`src/rtl/aes_input_interface.sv`:
```
// Byte-serial loader for the AES-128 key and plaintext, plus the start/done
// handshake that keeps the engine running until it reports completion.
module aes_input_interface (
    input  logic         clk,
    input  logic         rst_,
    input  logic [7:0]   din,
    input  logic [1:0]   cmd,
    input  logic         engine_done,
    output logic         engine_start,
    output logic [127:0] plain_out,
    output logic [127:0] key_out,
    output logic         ready
);

    localparam logic [1:0] CmdNop   = 2'b00;
    localparam logic [1:0] CmdKey   = 2'b01;
    localparam logic [1:0] CmdPlain = 2'b10;
    localparam logic [1:0] CmdStart = 2'b11;

    typedef enum logic {StIdle, StBusy} state_e;

    state_e         state_q, state_d;
    logic           start_q, start_d;
    logic [127:0]   key_q, key_d;
    logic [127:0]   plain_q, plain_d;

    always_comb begin
        state_d = state_q;
        start_d = start_q;
        key_d   = key_q;
        plain_d = plain_q;
        unique case (state_q)
            StIdle: begin
                case (cmd)
                    CmdKey:   key_d   = {key_q[119:0], din};
                    CmdPlain: plain_d = {plain_q[119:0], din};
                    CmdStart: begin
                        state_d = StBusy;
                        start_d = 1'b1;
                    end
                    CmdNop:   ;
                    default:  ;
                endcase
            end
            StBusy: begin
                // done is only honoured from BUSY, so the run always lasts at least one cycle
                if (engine_done) begin
                    state_d = StIdle;
                    start_d = 1'b0;
                end
            end
            default: begin
                state_d = StIdle;
                start_d = 1'b0;
            end
        endcase
    end

    always_ff @(posedge clk or negedge rst_) begin
        if (!rst_) begin
            state_q <= StIdle;
            start_q <= 1'b0;
            key_q   <= '0;
            plain_q <= '0;
        end else begin
            state_q <= state_d;
            start_q <= start_d;
            key_q   <= key_d;
            plain_q <= plain_d;
        end
    end

    assign engine_start = start_q;
    assign key_out      = key_q;
    assign plain_out    = plain_q;
    assign ready        = (state_q == StIdle);

endmodule

```
`config.mk`:
```
export PLATFORM = sky130hd
export DESIGN_NAME = aes_input_interface
export DESIGN_NICKNAME = d
export VERILOG_FILES = /design/src/rtl/aes_input_interface.sv
export SDC_FILE = /design/constraint.sdc
export NUM_CORES = 1
export LEC_CHECK = 0
export ABC_AREA = 1
export BUFFER_PORTS_ARGS = -buffer_cell sky130_fd_sc_hd__buf_4
export CAP_MARGIN = 20
export CELL_PAD_IN_SITES_DETAIL_PLACEMENT = 1
export CELL_PAD_IN_SITES_GLOBAL_PLACEMENT = 2
export CORE_MARGIN = 2
export CORE_UTILIZATION = 32
export CTS_CLUSTER_DIAMETER = 200
export DETAILED_ROUTE_END_ITERATION = 7
export HOLD_SLACK_MARGIN = 0.15
export PLACE_DENSITY = 0.79
export SLEW_MARGIN = 15
export SYNTH_ARGS = -nofsm -noshare
export SYNTH_HDL_FRONTEND = slang
export SYNTH_SLANG_ARGS = --single-unit
```
`constraint.sdc`:
```
create_clock -name clk -period 1.55 [get_ports clk]
set_clock_uncertainty 0.1 [all_clocks]
set_input_delay 0.2325 -clock clk [delete_from_list [all_inputs] [get_ports clk]]
set_output_delay 0.2325 -clock clk [all_outputs]
set_load 0.005 [all_outputs]
```
---- Word-level counts from Yosys, hierarchy flattened ----
Index checks and enable logic that the tools add are counted.
storage, ports and cells
  register bits ........................... 258
  input bits .............................. 13
  word-level logic and storage cells ...... 19
operators by class
  reductions and logical operators ........ 3
  equality and inequality tests ........... 5
  mux-type cells .......................... 6
  bitwise operators ....................... 1
operator list
  cell                number
  $reduce_and 2->1    3
  $eq 2x2->1 const B  2
  $mux 1              4
  $pmux 1 s2          2
  $eq 2x1->1 const B  1
  $ne 2x1->1 const B  1
  $ne 2x2->1 const B  1
  $not 1->1           1

---- Longest topological paths before layout ----
Gate-level depths: netlist of run 1.
  word-level depth ........................ 3
  gate-level depth with buffers ........... 6
  mapped depth without buffers ............ 4

---- Worst setup path before layout of run 1 ----
OpenSTA, ideal clock, no wires.
  kind .................................... register to register
  start ................................... register state_q
  end ..................................... register key_q[100] (netlist: key_out[100])
  library setup time ...................... 0.117 ns
  path slack .............................. 0.373 ns
  data required time ...................... 1.333 ns
  cell stages (with the launch flop) ...... 7
  clock period less this slack ............ 1.177 ns
  arrival time ............................ 0.960 ns
  path through ............................ dfrtp_1 -> inv_2 -> nand3_1 -> buf_2 -> buf_2 -> nand2_1 -> nand2_1
between the ends
  word-level cells in the longest chain between the ends .. 2
RTL lines
  item                        line  RTL
  start, declared             22    state_e state_q, state_d;
  start signal, assigned      61    state_q <= StIdle;
  start signal, assigned      66    state_q <= state_d;
  $not 1->1 (no line)         -
  $reduce_and 2->1 (no line)  -
  end signal, assigned        68    key_q <= key_d;
  end, declared               24    logic [127:0] key_q, key_d;
No other way between the ends.
A chain may end at the register's enable or synchronous reset.

---- Final worst setup path of run 1 ----
  start ................................... register state_q
  end ..................................... output ready
between the ends
  word-level cells in the longest chain between the ends .. 1
RTL lines
  item                 line  RTL
  $not 1->1 (no line)  -
  end, declared        12    output logic ready
No other way between the ends.

==> results of run 1 <==
[what timing repair did]
action,4_1_cts,5_1_grt
endpoints found under the setup margin,1,244
hold buffers,13,0
gates resized for setup,5,2
setup buffers,2,0
hold endpoints to repair,308,0
cloned,0,1
[path summary, 6_finish.rpt]
kind,start,to,depth (start not counted)
min in group asynchronous,rst_,plain_out[114],3
max reg2reg,state_q,key_out[78],6
max,state_q,ready,3
max in group asynchronous,rst_,plain_out[20],4
min reg2reg,plain_out[123],plain_out[123],2
min,engine_done,state_q,3
[flip-flops by register name, summed over array words and instances (netlist names)]
register      flops
engine_start      1
state_q           1
plain_out       128
key_out         128
[cell usage in the layout (no fill, tap or decap)]
cell           instances
clkinv_2               6
dfrtp_2                1
clkbuf_8               5
buf_8                  2
nand4_1              256
inv_4                  2
clkbuf_1               9
buf_6                  3
clkbuf_16             32
o21ai_0                1
nand3_1                1
dfrtp_1              257
buf_12                18
nand2_1              515
buf_4                284
dlygate4sd3_1         13
inv_8                  1
nand3_4                2
buf_16                 1
bufinv_16              4
[power groups by stage]
stage / sequential (mW) / clock [mW] / combinational, mW
after global routing: 9.90 / 7.84 / 5.69
after floorplan: 9.46 / 0 / 1.70
after detailed placement: 9.78 / 0 / 5.11
final: 9.68 / 7.37 / 5.09
after CTS: 9.71 / 7.56 / 5.17
after global placement: 9.77 / 0 / 4.99
[kinds of logic (layout without fill, tap and decap cells)]
| family | after synthesis | in the layout | share of synthesized area (%) |
|---|---|---|---|
| buffers and inverters | 115 | 380 | 5.381 |
| AND/OR/NAND/NOR | 774 | 774 | 33.55 |
| AO/OA/AOI/OAI | 1 | 1 | 0.04726 |
| flip-flops | 258 | 258 | 61.02 |
[through the flow]
step                      hold slack (ns)  TNS (ns)  worst slack (ns)
final                              0.3397  -0.02480          -0.02480
after global routing               0.3208    -1.351          -0.07083
after CTS                          0.3300  -0.07621          -0.04714
after detailed placement         0.009136         0            0.1804
after global placement           0.005315         0            0.2108
after floorplan                   -0.1631         0            0.3729
[final cells by class]
type	instances	area (sq um)
Fill cell	3746	18150
Sequential cell	258	6457
Multi-Input combinational cell	775	3580
Timing Repair Buffer	322	2739
Clock buffer	45	878.3
Tap cell	442	553.0
Clock inverter	10	150.1
Inverter	3	23.77
[critical path, stage by stage (launching register included)]
cell	delay (ns)
dfrtp_2	0.44
inv_8	0.07
buf_8	0.09
buf_6	0.09
[routing by layer]
layer  track usage [%]  up-vias
met4             4.378        0
met1             28.01     4802
met3             4.950       46
li1                  -     4391
met5                 0        -
met2             33.19      247
==> out/results.ini, run 1 <==
[status]
status = finished with violations
violations = negative setup slack

[logic_synthesis]
synthTopCellsByArea = dfrtp_1 61%, nand2_1 18%, nand4_1 15%, buf_2 4.9%, clkbuf_1 0.18%
netlist_instances = 1148
yosysWarningCount = 0
synth_top_area_cell = dfrtp_1
ys_seq_elements = 258
syn_nets = 1161
syn_avg_cell_area_sq_um = 9.216
ys.flop_type = dfrtp_1
ys_seq_area_share_pct = 61.02
synth.most_common_cell = nand2_1
synth_top_cell_area_share_pct = 61.02
synthArstFlopShare_pct = 100.0
synthesis.area_sq_mm = 0.01058
synthDistinctLibCells = 10
ys_top_cells_by_count = 515 x nand2_1, 258 x dfrtp_1, 256 x nand4_1
synth_edf_count = 0

[global_routing]
grt_pass1_wl_mm = 56.31
grt_max_degree = 98
track_usage_pct = 20.53
grt_pass1_vias = 9662
antenna_found_initial = 0
grt.overflow.total = 0

[clock_tree]
cts_buffers = 30
clock_latency_ns = 0.55
path_clk_slew_ns = 0.06
cts_tree = built
cts_buffer_depth = 3
clock-sinks = 258
htree_levels = 1
cts-root-buf = clkbuf_16

[detailed_routing]
met3_length_mm = 2.476
vias = 9486
maxUsedRoutingLayer = met4
firstDrtPassIters = 5
wl_met1_mm = 16.39
dr_wl_met2_mm = 17.01
antenna_left = 0
drc = 0
routed_via_density = 5.114
drt_iter0_markers = 642
wire_per_inst_um = 19.67
drt_wl_total_mm = 36.49

[sta]
rsz0062_at_grt = true
worst_pin_slew_ns = 0.4614
slew_headroom_pct = 69.24
setup_viol = 1
max_freq_ghz = 0.6350
fin_crit_ns = 1.575
period_share_pct = 101.6
slew_violations = 0
finalHoldViolCount = 0
postLayoutSetupSlackWorst_ns = -0.02480

[power_and_ir_drop]
peakVddDrop_mv = 0.9708
p_switching_mw = 6.791
p_leak_nw = 7.917
power_frac_comb_pct = 23.0
powerDensity_mw_per_mm2 = 1540
p_int_mw = 15.36
power_mw = 22.15
p_seq_share_pct = 43.7
clkPwrFrac_pct = 33.3
swShare_pct = 30.66

[placed_design]
io_buffers = 270
dp.cells = 1784
gp_congestion = 0.7503
post_dp_cell_area_sq_mm = 0.01316
hpwl_mm = 23.45

[final_layout]
design_area_sq_mm = 0.01438
layout.cells.non_filler = 1855
post-route-util_pct = 44.20
drive_gt1_share_pct = 25.55
area_delta_synth_final_pct = 35.93
nets = 1403
n_antenna_cell = 0

[setup_path]
path_class = reg -> out
crit_fanout = 2
reg2reg_setup_slack_ns = 0.05
worstPathRequired_ns = 1.22
crit_path_end_kind = output port
worst_setup_path_start_kind = register
cp.arrival_ns = 1.24

[die]
die_x_um = 185.8
fp-row-count = 66
fp.coreArea_sq_mm = 0.03254
die_area_sq_mm = 0.03453
chipHeight_um = 185.8
initial_core_util_pct = 32.52
io_pins = 271

[job]
cap_violations = 0

[hold_path]
hold_class = in -> reg

Power figures use the tool's default switching activity.
==> run 2, diff against run 1 <==
- PLACE_DENSITY: 0.79 -> 0.78
==> run 2 against run 1 <==
Net effect: the flow still finishes with violations (negative setup slack); worst hold slack improved by 0.0065 ns; utilization fell by 0.069 points; die area did not move; critical path depth did not move; clock power fell by 4.9%; setup slack improved by 0.0080 ns; register-to-register slack got worse by 0.05 ns; sequential share of layout area rose by 0.070 points; flip-flop and latch count did not move; global-route usage rose by 0.15 points; critical endpoint unchanged; largest cell class unchanged.
==> out/results.ini, run 2 (synthesis results as in run 1) <==
[die]
initial_core_util_pct = 32.52  ; unchanged
fp-row-count = 66  ; unchanged
io_pins = 271  ; unchanged
die_area_sq_mm = 0.03453  ; unchanged
chipHeight_um = 185.8  ; unchanged
die_x_um = 185.8  ; unchanged
fp.coreArea_sq_mm = 0.03254  ; unchanged

[setup_path]
crit_family = flip-flops
path_depth = 3  ; unchanged
cp_cell_sequence = inv_8 > buf_12 > buf_6
worstPathRequired_ns = 1.22  ; about the same
slowest_stage = dfrtp_2
r2r_start = state_q
slowest_delay_ns = 0.44  ; about the same
reg2reg_setup_slack_ns = 0  ; -0.05 ns
r2r_cells = 6  ; unchanged
crit_path_end_kind = output port
crit_fanout = 2  ; unchanged
r2r_end = plain_out[68]
path_class = reg -> out
worst_setup_path_start_kind = register
crit_buf_inv = 3  ; unchanged
cp.arrival_ns = 1.23  ; about the same

[clock_tree]
clock-sinks = 258  ; unchanged
clock_latency_ns = 0.55  ; about the same
htree_levels = 1  ; unchanged
path_clk_slew_ns = 0.06  ; about the same
cts_buffer_depth = 3  ; unchanged
cts_tree = built
cts-root-buf = clkbuf_16
cts_buffers = 30  ; unchanged

[hold_path]
holdPathEnd = state_q
hold_class = in -> reg
hold_depth = 3  ; unchanged
hold_start = engine_done

[detailed_routing]
drt_iter0_markers = 571  ; -11%
routed_via_density = 5.091  ; -0.45%
drc = 0  ; unchanged
drt_wl_total_mm = 36.77  ; +0.77%
vias = 9438  ; -0.51%
antenna_left = 0  ; unchanged
firstDrtPassIters = 4  ; -1
wire_per_inst_um = 19.83  ; +0.83%

[sta]
slew_headroom_pct = 69.44  ; +0.20 points
fin_crit_ns = 1.567  ; -0.007974 ns
slew_violations = 0  ; unchanged
worst_pin_slew_ns = 0.4584  ; -0.003012 ns
fin_tns_setup_ns = -0.01683  ; +0.007974 ns
rsz0062_at_grt = true
finalHoldViolCount = 0  ; unchanged
postLayoutSetupSlackWorst_ns = -0.01683  ; +0.007974 ns
period_share_pct = 101.1  ; -0.51 points
finalHoldWorstSlack_ns = 0.3462  ; +0.006505 ns
setup_viol = 1  ; unchanged
max_freq_ghz = 0.6382  ; +0.51%

[job]
cap_violations = 0  ; unchanged

[power_and_ir_drop]
peakVddDrop_mv = 0.8721  ; -10%
powerDensity_mw_per_mm2 = 1517  ; -1.5%
p_leak_nw = 7.885  ; -0.41%

[final_layout]
nFillCells = 3748  ; +0.053%
n_antenna_cell = 0  ; unchanged
area_delta_synth_final_pct = 35.71
layout_commonest_cell = nand2_1
drive_gt1_share_pct = 25.64  ; +0.089 points
nets = 1402  ; -0.071%
mostFrequentLayoutCells = 515 x nand2_1, 282 x buf_4, 257 x dfrtp_1

[global_routing]
grt_pass1_wl_mm = 57.07  ; +1.3%
antenna_found_initial = 0  ; unchanged
grtUsageMet1_pct = 27.83  ; -0.18 points
grt_pass1_vias = 9694  ; +0.33%
grtUsageMet2_pct = 33.47  ; +0.28 points
use_met3_pct = 4.989  ; +0.039 points
top_usage_layer = met2
track_usage_pct = 20.67  ; +0.15 points
grt.overflow.total = 0  ; unchanged
grt_max_degree = 93  ; -5.1%

[placed_design]
gp_congestion = 0.7761  ; +3.4%
io_buffers = 270  ; unchanged
hpwl_mm = 23.25  ; -0.88%

[status]
violations = negative setup slack
status = finished with violations

run 2: stage by stage:
stage / instances / power [mW] / cell area, sq um / setup slack, ns / util, %
global route: 1854 / 23.03 / 14360 / -0.05764 / 44.13
finish: 1854 / 21.79 / 14360 / -0.01683 / 44.13
floorplan: 1148 / 11.16 / 10580 / 0.3729 / -
global placement: 1781 / 14.74 / 13130 / 0.1177 / 40.36
detailed placement: 1781 / 14.86 / 13130 / 0.09642 / 40.36
CTS: 1852 / 22.05 / 14300 / -0.04586 / 43.95
run 2: final cells by class:
class,instances,area (sq um),area share (%)
tap,442,553.0,3.852
clock buffer,49,953.4,6.640
timing repair buffer,320,2736,19.06
inverter,3,23.77,0.1656
multi-input combinational,776,3597,25.05
clock inverter,6,37.54,0.2614
sequential,258,6457,44.97
run 2: routing by layer:
layer,wire length [um],share of wire [%]
met5,0,0
met4,841,2.3
met3,2399,6.5
met2,17360,47
met1,16170,44
run 2: worst min-delay path: stages:
cell and delay, ns:
dlygate4sd3_1 0.54, buf_4 0.11, o21ai_0 0.07
run 2: worst max-delay path by stage:
stage | startpoint | to | slack (ns)
floorplan | state_q | key_out[100] | 0.37
global placement | state_q | plain_out[89] | 0.12
detailed placement | state_q | plain_out[62] | 0.1
CTS | state_q | ready | -0.05
global route | state_q | ready | -0.06
finish | state_q | ready | -0.02
run 2: where the power goes:
group,switching [mW],internal (mW),leakage (nW)
Sequential,1.44,8.21,3.48
Clock,2.84,4.17,0.482
Combinational,2.54,2.60,3.92
Total,6.81,15.0,7.88
run 2: repair_timing:
item | in CTS | in global routing
gates cloned | 0 | 2
buffers inserted | 3 | 0
endpoints found under the setup margin | 1 | 91
resized for setup | 7 | 3
hold endpoints to repair | 296 | 0
pin swaps | 1 | 1
hold buffers | 13 | 0
==> run 3, diff against run 2 <==
- ABC_AREA: 1 -> unset
- CORE_UTILIZATION: 32 -> 36
- PLACE_DENSITY: 0.78 -> 0.77
==> run 3 against run 2 <==
Net effect: the flow still finishes with violations (negative setup slack); die area down 18%; critical path depth up 1; flip-flop and latch count unchanged; total power up 20%; combinational power up 51%; critical endpoint is now key_out[105].
==> out/results.ini, run 3 <==
[final_layout]
drive_gt1_share_pct = 68.01  ; +42 points
layout.cells.non_filler = 1235  ; -33%
post-route-util_pct = 51.55  ; +7.4 points
nFillCells = 2559  ; -32%
nets = 886  ; -37%
layout_commonest_cell = buf_4
area_delta_synth_final_pct = 41.93
design_area_sq_mm = 0.01374  ; -4.3%
mostFrequentLayoutCells = 286 x buf_4, 257 x dfrtp_1, 207 x mux2_2
n_antenna_cell = 0  ; unchanged

[power_and_ir_drop]
p_leak_nw = 6.804  ; -14%
powerDensity_mw_per_mm2 = 1908  ; +26%
peakVddDrop_mv = 0.9833  ; +13%
power_mw = 26.21  ; +20%

[status]
status = finished with violations
violations = negative setup slack

[sta]
finalHoldWorstSlack_ns = 0.2874  ; -0.05880 ns
setup_viol = 255  ; +254
worst_pin_slew_ns = 0.4064  ; -0.05204 ns
slew_headroom_pct = 72.91  ; +3.5 points
rsz0062_at_grt = true
postLayoutSetupSlackWorst_ns = -0.1284  ; -0.1115 ns
fin_tns_setup_ns = -18.25  ; -18.23 ns
period_share_pct = 108.3  ; +7.2 points
fin_crit_ns = 1.678  ; +0.1115 ns
max_freq_ghz = 0.5958  ; -6.6%
finalHoldViolCount = 0  ; unchanged
slew_violations = 0  ; unchanged

[placed_design]
io_buffers = 270  ; unchanged
post_dp_cell_area_sq_mm = 0.01229  ; -6.4%
gp_congestion = 0.7741  ; -0.26%
pre_cts_slack_ns = -0.1257  ; -0.2222 ns
dp.cells = 1164  ; -35%
hpwl_mm = 17.46  ; -25%

[global_routing]
grt.overflow.total = 0  ; unchanged
grt_pass1_vias = 6561  ; -32%
grt_pass1_wl_mm = 38.79  ; -32%
antenna_found_initial = 0  ; unchanged
track_usage_pct = 17.13  ; -3.5 points
grt_max_degree = 48  ; -48%

[die]
initial_core_util_pct = 36.32  ; +3.8 points
io_pins = 271  ; unchanged
chipHeight_um = 168.0  ; -9.6%
die_x_um = 168.0  ; -9.6%
fp.coreArea_sq_mm = 0.02665  ; -18%
die_area_sq_mm = 0.02822  ; -18%
fp-row-count = 60  ; -9.1%

[logic_synthesis]
syn_nets = 563  ; -52%
synthTopCellsByArea = dfrtp_1 67%, mux2_2 29%, buf_6 2.3%, buf_4 0.62%, mux2_1 0.58%
synth_top_cell_area_share_pct = 66.69  ; +5.7 points
syn_avg_cell_area_sq_um = 17.60  ; +91%
ys_seq_area_share_pct = 66.69  ; +5.7 points
synth.most_common_cell = dfrtp_1
netlist_instances = 550  ; -52%
synthArstFlopShare_pct = 100.0  ; unchanged
synth_top_area_cell = dfrtp_1
synth_edf_count = 0  ; unchanged
synthesis.area_sq_mm = 0.009681  ; -8.5%
ys.flop_type = dfrtp_1
ys_top_cells_by_count = 258 x dfrtp_1, 251 x mux2_2, 20 x buf_6
yosysWarningCount = 0  ; unchanged
ys_seq_elements = 258  ; unchanged
synthDistinctLibCells = 11  ; +1

[setup_path]
crit_path_end_kind = register
path_class = reg -> reg
worstPathRequired_ns = 1.86  ; +0.64 ns
cp.arrival_ns = 1.99  ; +0.76 ns
crit_fanout = 23  ; +21
worst_setup_path_start_kind = register

[clock_tree]
clock-sinks = 258  ; unchanged
cts_buffer_depth = 3  ; unchanged
htree_levels = 1  ; unchanged
cts-root-buf = clkbuf_16
path_clk_slew_ns = 0.06  ; about the same
clock_latency_ns = 0.53  ; -0.02 ns
cts_buffers = 28  ; -6.7%
cts_tree = built

[job]
cap_violations = 0  ; unchanged

[detailed_routing]
firstDrtPassIters = 4  ; unchanged
drt_wl_total_mm = 24.92  ; -32%
antenna_left = 0  ; unchanged
vias = 5859  ; -38%
wire_per_inst_um = 20.18  ; +1.7%
routed_via_density = 4.744  ; -6.8%
drt_iter0_markers = 151  ; -74%
drc = 0  ; unchanged

[hold_path]
hold_class = in -> reg

==> run 3: changes by cell type after synthesis, sizes merged, moves of 3 or more <==
cell	change
nand4	-256
clkbuf	-5
nand2	-515
mux2	+256
buf	-79
nand3	-3
==> run 3: kinds of logic (layout without fill, tap and decap cells) <==
| logic type | Yosys count | in the layout | synth area share, % |
|---|---|---|---|
| AND/OR/NAND/NOR | 3 | 3 | 0.3360 |
| flip-flops | 258 | 258 | 66.69 |
| AO/OA/AOI/OAI | 3 | 3 | 0.1680 |
| buffers and inverters | 30 | 374 | 3.025 |
| multiplexers | 256 | 256 | 29.78 |
==> run 3: path summary, 6_finish.rpt <==
| kind | startpoint | endpoint | slack [ns] | cells past startpoint |
|---|---|---|---|---|
| max reg2reg | state_q | key_out[105] | -0.13 | 4 |
| min in group asynchronous | rst_ | plain_out[105] | 0.66 | 3 |
| min | cmd[0] | plain_out[20] | 0.29 | 5 |
| min reg2reg | plain_out[126] | plain_out[126] | 0.39 | 1 |
| max | state_q | key_out[105] | -0.13 | 4 |
| max in group asynchronous | rst_ | key_out[120] | 0.11 | 4 |
==> run 3: repair_timing <==
| item | 4_1_cts | 5_1_grt |
|---|---|---|
| setup endpoints to repair | 254 | 257 |
| cloned | 1 | 3 |
| resized for setup | 15 | 38 |
| hold buffers | 14 | 0 |
| buffers inserted | 2 | 0 |
| pin swaps | 1 | 0 |
| hold endpoints to repair | 276 | 0 |
==> run 3: report_power, final <==
part	switching, mW	leakage [nW]	internal, mW
clock	2.64	0.484	4.34
sequential	2.24	3.32	9.21
combinational	2.59	3.00	5.19
total	7.46	6.80	18.7
==> run 3: worst max-delay path: stages (launching register included) <==
cell	delay, ns
dfrtp_2	0.44
nor3b_4	0.23
buf_12	0.20
buf_16	0.20
mux2_2	0.36
==> run 3: cell type report <==
cell class | count | area [sq um] | share of cell area (%)
inverters | 2 | 7.507 | 0.05464
clock inverters | 7 | 116.4 | 0.8469
clock buffers | 44 | 872.1 | 6.347
repair buffers | 321 | 2746 | 19.99
multi-input cells | 262 | 3113 | 22.66
well taps | 341 | 426.7 | 3.105
flip-flops and latches | 258 | 6457 | 47.00
==> run 3: per-layer routing <==
| layer | routed length [um] | track usage (%) | share of wire, % | up-vias |
|---|---|---|---|---|
| met4 | 424 | 3.743 | 1.7 | 0 |
| met1 | 10040 | 20.87 | 40 | 3028 |
| met2 | 12180 | 29.12 | 49 | 197 |
| met3 | 2274 | 6.417 | 9.1 | 31 |
| li1 | - | - | - | 2603 |
| met5 | 0 | 0 | 0 | - |
